File: src/rtl/alu_pkg.sv
// Shared ALU lab definitions: FSM state encoding and default datapath width.
package alu_pkg;
  localparam logic [1:0] IDLE = 2'b00;
  localparam logic [1:0] RUN  = 2'b01;
  localparam logic [1:0] DONE = 2'b10;

  localparam int ALU_WIDTH = 8;
endpackage

File: src/rtl/full_subtractor.sv
// Single-bit full subtractor: d = a - b - bi, bo = borrow out.
module full_subtractor (
  input  logic a,
  input  logic b,
  input  logic bi,
  output logic d,
  output logic bo
);
  assign d  = a ^ b ^ bi;
  assign bo = (~a & b) | (~(a ^ b) & bi);
endmodule

File: src/rtl/serial_subtractor.sv
// Bit-serial a - b - bin, LSB first, one bit per clock through a single
// full-subtractor cell with a registered borrow.
module serial_subtractor
  import alu_pkg::*;
#(
  parameter int WIDTH = ALU_WIDTH
) (
  input  logic             clk,
  input  logic             rst_n,
  input  logic             start,
  input  logic [WIDTH-1:0] a,
  input  logic [WIDTH-1:0] b,
  input  logic             bin,
  output logic             busy,
  output logic             done,
  output logic [WIDTH-1:0] diff,
  output logic             bout,
  output logic             ovf
);
  localparam int CW = $clog2(WIDTH) + 1;

  logic [1:0]       state;
  logic [WIDTH-1:0] a_sr, b_sr, res_sr;
  logic             br;
  logic [CW-1:0]    cnt;
  logic             a_msb, b_msb;
  logic             cell_d, cell_bo;
  logic             last_bit;
  logic [WIDTH-1:0] res_next;

  full_subtractor u_cell (
    .a  (a_sr[0]),
    .b  (b_sr[0]),
    .bi (br),
    .d  (cell_d),
    .bo (cell_bo)
  );

  assign last_bit = (cnt == CW'(WIDTH - 1));
  assign res_next = {cell_d, res_sr[WIDTH-1:1]};
  assign busy     = (state == RUN);
  assign done     = (state == DONE);

  always_ff @(posedge clk or negedge rst_n) begin
    if (!rst_n) begin
      state  <= IDLE;
      a_sr   <= '0;
      b_sr   <= '0;
      res_sr <= '0;
      br     <= 1'b0;
      cnt    <= '0;
      a_msb  <= 1'b0;
      b_msb  <= 1'b0;
      diff   <= '0;
      bout   <= 1'b0;
      ovf    <= 1'b0;
    end else begin
      case (state)
        IDLE, DONE: begin
          if (start) begin
            a_sr  <= a;
            b_sr  <= b;
            br    <= bin;
            cnt   <= '0;
            a_msb <= a[WIDTH-1];
            b_msb <= b[WIDTH-1];
            state <= RUN;
          end else begin
            state <= IDLE;
          end
        end
        RUN: begin
          a_sr   <= a_sr >> 1;
          b_sr   <= b_sr >> 1;
          res_sr <= res_next;
          br     <= cell_bo;
          cnt    <= cnt + 1'b1;
          // Publish on the edge that retires the last bit so the outputs
          // are already valid while done is high.
          if (last_bit) begin
            state <= DONE;
            diff  <= res_next;
            bout  <= cell_bo;
            ovf   <= (a_msb != b_msb) && (cell_d != a_msb);
          end
        end
        default: state <= IDLE;
      endcase
    end
  end
endmodule

File: config.mk
export PLATFORM = sky130hd
export DESIGN_NAME = serial_subtractor
export DESIGN_NICKNAME = d
export VERILOG_FILES = /design/src/rtl/alu_pkg.sv /design/src/rtl/full_subtractor.sv /design/src/rtl/serial_subtractor.sv
export SDC_FILE = /design/constraint.sdc
export NUM_CORES = 1
export LEC_CHECK = 0
export CAP_MARGIN = 20
export CORE_MARGIN = 5
export CORE_UTILIZATION = 51
export DETAILED_ROUTE_END_ITERATION = 8
export PLACE_DENSITY = 0.86
export SLEW_MARGIN = 20
export SYNTH_ARGS = -nofsm -noshare
export SYNTH_HDL_FRONTEND = slang
export SYNTH_SLANG_ARGS = --single-unit
File: constraint.sdc
create_clock -name clk -period 1.8 [get_ports clk]
set_clock_uncertainty 0.1 [all_clocks]
set_input_delay 0.36 -clock clk [delete_from_list [all_inputs] [get_ports clk]]
set_output_delay 0.36 -clock clk [all_outputs]
set_load 0.05 [all_outputs]
Word-level counts from Yosys, hierarchy flattened
Cells that the tools add are included.
{ "totals": {"rom_bits": 0, "ff_bits": 43, "mem_count": 0, "ramBits": 0, "out_inout_bits": 12, "latch_bits": 0} }
{ "op_classes": {"muxes": 11, "order_cmp": 0, "addsub": 1, "shift": 0, "bitwise_logic": 7, "mul": 0, "reduce_logical": 7, "eq_ne": 7, "div": 0} }
{ "op_table": {"columns": ["operator", "count"], "rows": [
  ["one-hot mux 8 bit (2 select lines)", 2],
  ["two-way mux 8 bit", 2],
  ["one-hot mux 4 bit (2 select lines)", 1],
  ["AND reduction 2 bit", 3],
  ["adder 4 x 1 -> 4 bit, second input constant", 1],
  ["== test 4 x 3 -> 1 bit, second input constant", 1],
  ["two-way mux 4 bit", 1],
  ["one-hot mux 2 bit (2 select lines)", 1],
  ["AND 1 bit", 2],
  ["== test 2 x 1 -> 1 bit, second input constant", 1],
  ["== test 2 bit, second input constant", 1],
  ["logical NOT 2 bit", 1],
  ["two-way mux 1 bit", 2],
  ["two-way mux 2 bit", 1],
  ["!= test 1 bit", 2],
  ["!= test 2 x 1 -> 1 bit, second input constant", 1],
  ["!= test 2 bit, second input constant", 1],
  ["inverter 1 bit", 2],
  ["one-hot mux 1 bit (2 select lines)", 1],
  ["nonzero test 2 bit", 1],
  ["OR reduction 2 bit", 1],
  ["XOR 1 bit", 2],
  ["logical AND 1 bit", 1],
  ["bitwise OR 1 bit", 1]
]} }

Logic depth before layout (Yosys ltp)
Gate-level depths: netlist (run 1).
{ "depth": {"word_depth": 5, "ltp_mapped": 6, "ltp_nobuf": 5} }

Cells and area by module
From an unflattened synthesis (run 1), not the netlist that was laid out.
{ "hier_totals": {"hier_cells": 164, "hier_area_um2": 1779.2} }
{ "by_module_without_submodules": {"columns": ["mod", "cells_per_inst", "n_inst", "area_each_um2"], "rows": [
  ["serial_subtractor", 160, 1, 1747.9],
  ["full_subtractor", 4, 1, 31.3]
]} }

Least setup slack after synthesis (run 1)
OpenSTA, ideal clock, no wires.
{ "synth_timing": {"path_type": "reg2reg", "startpoint": "reg state[1]", "endpoint": "reg diff[1]", "setup_time_ns": 0.125, "setup_slack_ns": 0.227, "path_stages_with_launch": 7, "arrival_ns": 1.348, "n_path_buf": 2, "synth_period_minus_slack_ns": 1.573, "path_cell_list": "dfrtp_1 > nand2b_1 > buf_6 > inv_8 > and4b_4 > buf_12 > mux2_4"} }
{ "synth_between": {"elab_chain_cells": 2} }
{ "synth_rtl": {"columns": ["element", "line", "rtl"], "rows": [
  ["from (decl)", "serial_subtractor.sv:22", "logic [1:0] state;"],
  ["from (signal assigned)", "serial_subtractor.sv:46", "state <= IDLE;"],
  ["from (signal assigned)", "serial_subtractor.sv:67", "state <= RUN;"],
  ["from (signal assigned)", "serial_subtractor.sv:69", "state <= IDLE;"],
  ["== test 2 x 1 -> 1 bit", "serial_subtractor.sv:58", "case (state)"],
  ["AND reduction 2 bit (no source line)", null, null],
  ["to (signal assigned)", "serial_subtractor.sv:82", "diff <= res_next;"],
  ["to (decl)", "serial_subtractor.sv:16", "output logic [WIDTH-1:0] diff,"]
]} }
Every way passes these cells.
A chain may end at the register's enable or synchronous reset.

Worst setup path after layout (run 1)
{ "layout_timing": {"startpoint": "reg state[0]", "endpoint": "out busy"} }
{ "layout_between": {"elab_chain_cells": 1} }
{ "layout_rtl": {"columns": ["element", "line", "rtl"], "rows": [
  ["== test 2 x 1 -> 1 bit", "serial_subtractor.sv:41", "assign busy = (state == RUN);"],
  ["to (decl)", "serial_subtractor.sv:14", "output logic busy,"]
]} }
Every way passes these cells.

==> results of run 1 <==
-- sequential cells by signal (all words and copies together) (netlist names) --
name    flops
a_sr        8
state       2
br          1
res_sr      7
b_sr        8
a_msb       1
diff        8
bout        1
cnt         4
b_msb       1
ovf         1
-- stage by stage --
step	std cells	util	setup WS, ns
6_report	244	0.673	0.0924
5_1_grt	244	0.673	0.0200
4_1_cts	244	0.672	0.0157
3_5_place_dp	234	0.636	0.0380
3_3_place_gp	234	0.636	0.0784
2_1_floorplan	160	-	0.227
-- power by group through the flow --
stage / sequential, W / combinational [W] / clock, W
3_3_place_gp: 0.00164 / 0.00200 / 0
5_1_grt: 0.00172 / 0.00241 / 0.000547
6_report: 0.00166 / 0.00223 / 0.000488
3_5_place_dp: 0.00168 / 0.00208 / 0
2_1_floorplan: 0.00200 / 0.00115 / 0
4_1_cts: 0.00166 / 0.00223 / 0.000504
-- area by class of cell --
cell class                 instances  area share
clock buffer                       6      0.0225
clock inverter                     2     0.00548
inverter                           4     0.00987
multi-input combinational        104       0.298
sequential                        42       0.461
tap                               46      0.0252
timing repair buffer              40       0.179
-- placed cells by master (no fill, tap or decap) --
cell	n
o21ai_0	3
nand4_1	1
clkdlybuf4s50_1	18
mux2_2	2
and3b_1	1
and4b_4	1
nand3b_1	1
a22o_1	3
ha_1	1
nor3_1	1
buf_2	1
bufbuf_16	1
nand2_1	42
a22oi_1	13
inv_1	3
nor2b_1	2
clkbuf_8	1
fa_1	1
nand2b_1	2
nand3_1	14
dfrtp_1	42
clkinvlp_4	1
dlygate4sd3_1	1
nor2_1	2
mux2_4	8
clkinv_2	1
buf_12	3
buf_4	16
inv_8	1
mux2i_1	3
a221o_1	2
clkbuf_4	5
nand2b_4	1
-- metal layers --
| layer | track usage | routed length, um | vias up |
|---|---|---|---|
| li1 | - | - | 624 |
| met2 | 0.272 | 1820 | 41 |
| met3 | 0.0594 | 242 | 2 |
| met4 | 0.0347 | 9 | 0 |
| met1 | 0.204 | 1590 | 651 |
| met5 | 0 | 0 | - |
-- repair_timing --
item / 4_1_cts / 5_1_grt
endpoints found under the hold margin: 42 / 0
setup endpoints to repair: 1 / 1
resized for setup: 4 / 1
buffers inserted: 0 / 0
hold buffers: 1 / 0
cloned: 1 / 0
-- critical path: stages, from the launching register on --
cell and delay (ns):
dfrtp_1 0.46, nand2b_4 0.13, inv_8 0.04, buf_12 0.14
buf_12 0.14
-- logic make-up (layout without fill, tap and decap cells) --
family	after synthesis	count (layout)
adder cells (fa/ha/maj)	2	2
AND/OR/NAND/NOR	68	68
multiplexers	13	13
buffers and inverters	14	52
flip-flops	42	42
AO/OA/AOI/OAI	21	21
-- final timing paths --
path / startpoint / end / slack, ns
setup / recovery: state[0]$_DFFE_PN0P_ / busy / 0.09
hold / removal: res_sr[7]$_DFFE_PN0P_ / res_sr[6]$_DFFE_PN0P_ / 0.41
setup reg to reg: cnt[0]$_DFFE_PN0P_ / diff[0]$_DFFE_PN0P_ / 0.14
hold reg to reg: res_sr[7]$_DFFE_PN0P_ / res_sr[6]$_DFFE_PN0P_ / 0.41
max in group asynchronous: rst_n / b_sr[5]$_DFFE_PN0P_ / 0.72
min in group asynchronous: rst_n / diff[2]$_DFFE_PN0P_ / 0.51
==> impl_metrics.tcl, run 1 <==
set metrics [dict create \
    synth-xor-area-share 0 \
    rsz0062_at_grt "false" \
    nets 219 \
    die_w_um 69.6 \
    fin_total_pwr_w 0.00437 \
    routed_wl_mm 3.67 \
    sw_frac_of_total 0.417 \
    grt_usage 0.164 \
    rr_worst_depth 3 \
    initial_core_util 0.534 \
    ir_drop_mv 0.682 \
    dr.pass1.iters 4 \
    cp-end-kind "output port" \
    synth_ff_type "dfrtp_1" \
    finalHoldViolations 0 \
    ys_warn_count 0 \
    syn_area_per_cell_um2 11.3 \
    p_sw_w 0.00183 \
    setup_tns_ns 0 \
    fillerInstances 264 \
    port_buffers 31 \
    maxCapViolations 0 \
    synth_common_cells "dfrtp_1 (42), nand2_1 (42), nand3_1 (14)" \
    status "completed" \
    multiInputGateArea_um2 679 \
    netlist_area_um2 1810 \
    via_per_inst 5.40 \
    final.min_clock_period_ns 1.71 \
    yosys-top-cells-area "dfrtp_1 (58%), nand2_1 (8.7%), mux2_4 (6.6%), a22oi_1 (5.4%), nand3_1 (3.9%)" \
    antenna_found_initial 0 \
    synthMuxAreaShare 0.0954 \
    yosysUniqueCellTypes 27 \
    synth-adder-area-share 0.0180 \
    place_area_um2 2160 \
    core_um2 3390 \
    dieArea_um2 4840 \
    cts_buffers 5 \
    comb_power_share 0.509 \
    cts_buffer_depth 2 \
    cts.sinks 42 \
    synth_edf_count 0 \
    critPathLaunchType "flip-flop" \
    place_congestion 0.801 \
    power_frac_clock 0.111 \
    placementRows 21 \
    clock_latency_ns 0.35 \
    grt_max_degree 43 \
    drc_errors 0 \
    synth_top_family_by_area "simple AND/OR/NAND/NOR gates" \
    cp_data_required_time_ns 1.34 \
    clk_pin_slew_ns 0.12 \
    ys_seq_elements 42 \
    design_area_um2 2280 \
    diodes 0 \
    dr.first_iter.drc_count 86 \
    grt_pass1_vias 1380 \
    hold_path_depth 2 \
    tightestPinTransition_ns 0.525 \
    ant_nets 0 \
    grt_overflow 0 \
    drive_above_1_share 0.212 \
    regArea_um2 1050 \
    maxSlewHeadroom 0.650 \
    max_freq_ghz 0.586 \
    synth-compound-area-share 0.0878 \
    synthesis.nets 182 \
    wire_per_inst_um 15.0 \
    intPower_w 0.00255 \
    powerDensity_nw_per_um2 1920 \
    hpwl_mm 2.52 \
    worstPathArrival_ns 1.25 \
    yosys.area_share.simple 0.170 \
    finalSetupViolCount 0 \
    root_buffer "clkbuf_4" \
    pwr-share-seq 0.379 \
    dr_total_vias 1318 \
    synth_async_sr_flop_share 1.00 \
    grt_first_pass_wirelength_mm 6.33 \
    fin_crit_sh 0.949 \
    area_growth_pct 26.1 \
    critPathMaxFanout 14 \
    synthCells 160 \
    worst-setup-path-type "flip-flop to output port" \
    cts_tree "done" \
    synth_top_area_share 0.581 \
    die_h_um 69.6 \
    p_leak_nw 1.11 \
    worst_hold_slack_ns 0.415 \
    yosysSeqAreaShare 0.581 \
    cts_max_level 2 \
    io_pins 32 \
    slew_viol_final 0 \
    hp-class "flip-flop to flip-flop" \
    synth_top_cell_by_area "dfrtp_1" \
]
(Power assumes the default switching activity.)
==> run 2: changes to the inputs <==
--- a/config.mk
+++ b/config.mk
@@ -9,7 +9,9 @@
 export CORE_MARGIN = 5
 export CORE_UTILIZATION = 51
 export DETAILED_ROUTE_END_ITERATION = 8
+export GPL_ROUTABILITY_DRIVEN = 0
 export PLACE_DENSITY = 0.86
+export SETUP_SLACK_MARGIN = 0.4
 export SLEW_MARGIN = 20
 export SYNTH_ARGS = -nofsm -noshare
 export SYNTH_HDL_FRONTEND = slang
==> impl_metrics.tcl, run 2 (synthesis gave the netlist of run 1 again) <==
set metrics [dict create \
    dr.pass1.iters 4 \
    ant_nets 0 \
    setup_tns_ns 0 \
    dr.first_iter.drc_count 78 \
    grt_usage 0.185 \
    hpwl_mm 2.46 \
    slew_viol_final 0 \
    dieArea_um2 4840 \
    die_w_um 69.6 \
    clock_latency_ns 0.37 \
    worstPathArrival_ns 1.23 \
    finalSetupViolCount 0 \
    routed_wl_mm 4.91 \
    fin_crit_sh 0.938 \
    die_h_um 69.6 \
    area_growth_pct 48.5 \
    nets 247 \
    critPathMaxFanout 3 \
    io_pins 32 \
    grt_max_degree 26 \
    powerDensity_nw_per_um2 2010 \
    grt_pass1_vias 1480 \
    ir_drop_mv 0.954 \
    cts_buffer_depth 2 \
    cp_data_required_time_ns 1.34 \
    finalHoldViolations 0 \
    layout_common_cells "nand2_1 (41), dfrtp_1 (41), buf_4 (24)" \
    antenna_found_initial 0 \
    dr_total_vias 1490 \
    hp-class "input port to async pin" \
    top_regs "a_sr x8, b_sr x8, diff x8" \
    clk_pin_slew_ns 0.14 \
    rsz0062_at_grt "true" \
    port_buffers 31 \
    initial_core_util 0.534 \
    grt_first_pass_wirelength_mm 7.16 \
    final.min_clock_period_ns 1.69 \
    maxCapViolations 0 \
    critPathLaunchType "flip-flop" \
    wire_per_inst_um 18.0 \
    diodes 0 \
    cts.sinks 42 \
    via_per_inst 5.48 \
    status "completed" \
    p_leak_nw 1.29 \
    fillerInstances 186 \
    maxSlewHeadroom 0.697 \
    cts_max_level 2 \
    grt_overflow 0 \
    placementRows 21 \
    cts_tree "done" \
    worst-setup-path-type "flip-flop to output port" \
    design_area_um2 2690 \
    root_buffer "clkbuf_4" \
    drc_errors 0 \
    core_um2 3390 \
    place_area_um2 2180 \
    cp-end-kind "output port" \
    drive_above_1_share 0.389 \
    cts_buffers 5 \
    tightestPinTransition_ns 0.455 \
    max_freq_ghz 0.592 \
]
[run 2: changes by cell type in the layout (fill, tap and decap cells not counted), moves of 2 or more]
cell	previous run	this run
nor2b_2	0	2
buf_12	3	5
a22oi_1	13	2
buf_4	16	24
a22oi_2	0	11
clkbuf_16	0	2
nor2b_1	2	0
buf_6	0	15
[run 2: area by class of cell]
type,instances,area (um2),area share
sequential,42,1050,0.391
multi-input combinational,104,756,0.281
timing repair buffer,68,737,0.274
tap,46,57.6,0.0214
clock buffer,6,51.3,0.0191
inverter,4,22.5,0.00838
clock inverter,2,12.5,0.00465
[run 2: metrics by stage]
stage                     power, W  cells  utilization  setup slack [ns]  hold WS, ns
after detailed placement   0.00377    233        0.644           0.00134        0.231
after CTS                  0.00474    258        0.728             0.143        0.379
after floorplan            0.00317    160            -             0.238      -0.0356
after global placement     0.00367    233        0.644         -0.000170        0.222
after global routing       0.00569    272        0.793            0.0572        0.388
final                      0.00540    272        0.793             0.111        0.348
[run 2: routing by layer]
layer,share of wire,up-vias,global-route usage
met5,0,-,0
met2,0.52,52,0.311
met3,0.047,10,0.0507
li1,-,679,-
met4,0.018,0,0.0477
met1,0.42,749,0.235
[run 2: worst max-delay path: stages (launching register included)]
cell and delay (ns):
dfrtp_1 0.41, nand2b_4 0.18, inv_8 0.06, buf_12 0.09
buf_12 0.12
[run 2: worst paths after layout]
path	to	start	cells after the start	slack, ns
setup / recovery	busy	state[1]$_DFFE_PN0P_	4	0.11
min in group clk	res_sr[2]$_DFFE_PN0P_	res_sr[3]$_DFFE_PN0P_	2	0.42
hold / removal	diff[2]$_DFFE_PN0P_	rst_n	2	0.35
hold reg to reg	res_sr[2]$_DFFE_PN0P_	res_sr[3]$_DFFE_PN0P_	2	0.42
max in group asynchronous	state[0]$_DFFE_PN0P_	rst_n	3	0.75
setup reg to reg	ovf$_DFFE_PN0P_	state[1]$_DFFE_PN0P_	6	0.15
[run 2: power breakdown]
part	internal, W	leakage (nW)	switching, W
sequential	0.00138	0.522	0.000343
combinational	0.00161	0.738	0.00156
clock	0.000188	0.0343	0.000322
total	0.00318	1.29	0.00222
[run 2: timing repair]
item	in CTS	in global routing
cloned	1	2
setup buffers	15	12
pin swaps	2	21
resized for setup	23	18
setup endpoints to repair	28	41
hold endpoints to repair	18	0
hold buffers	1	0
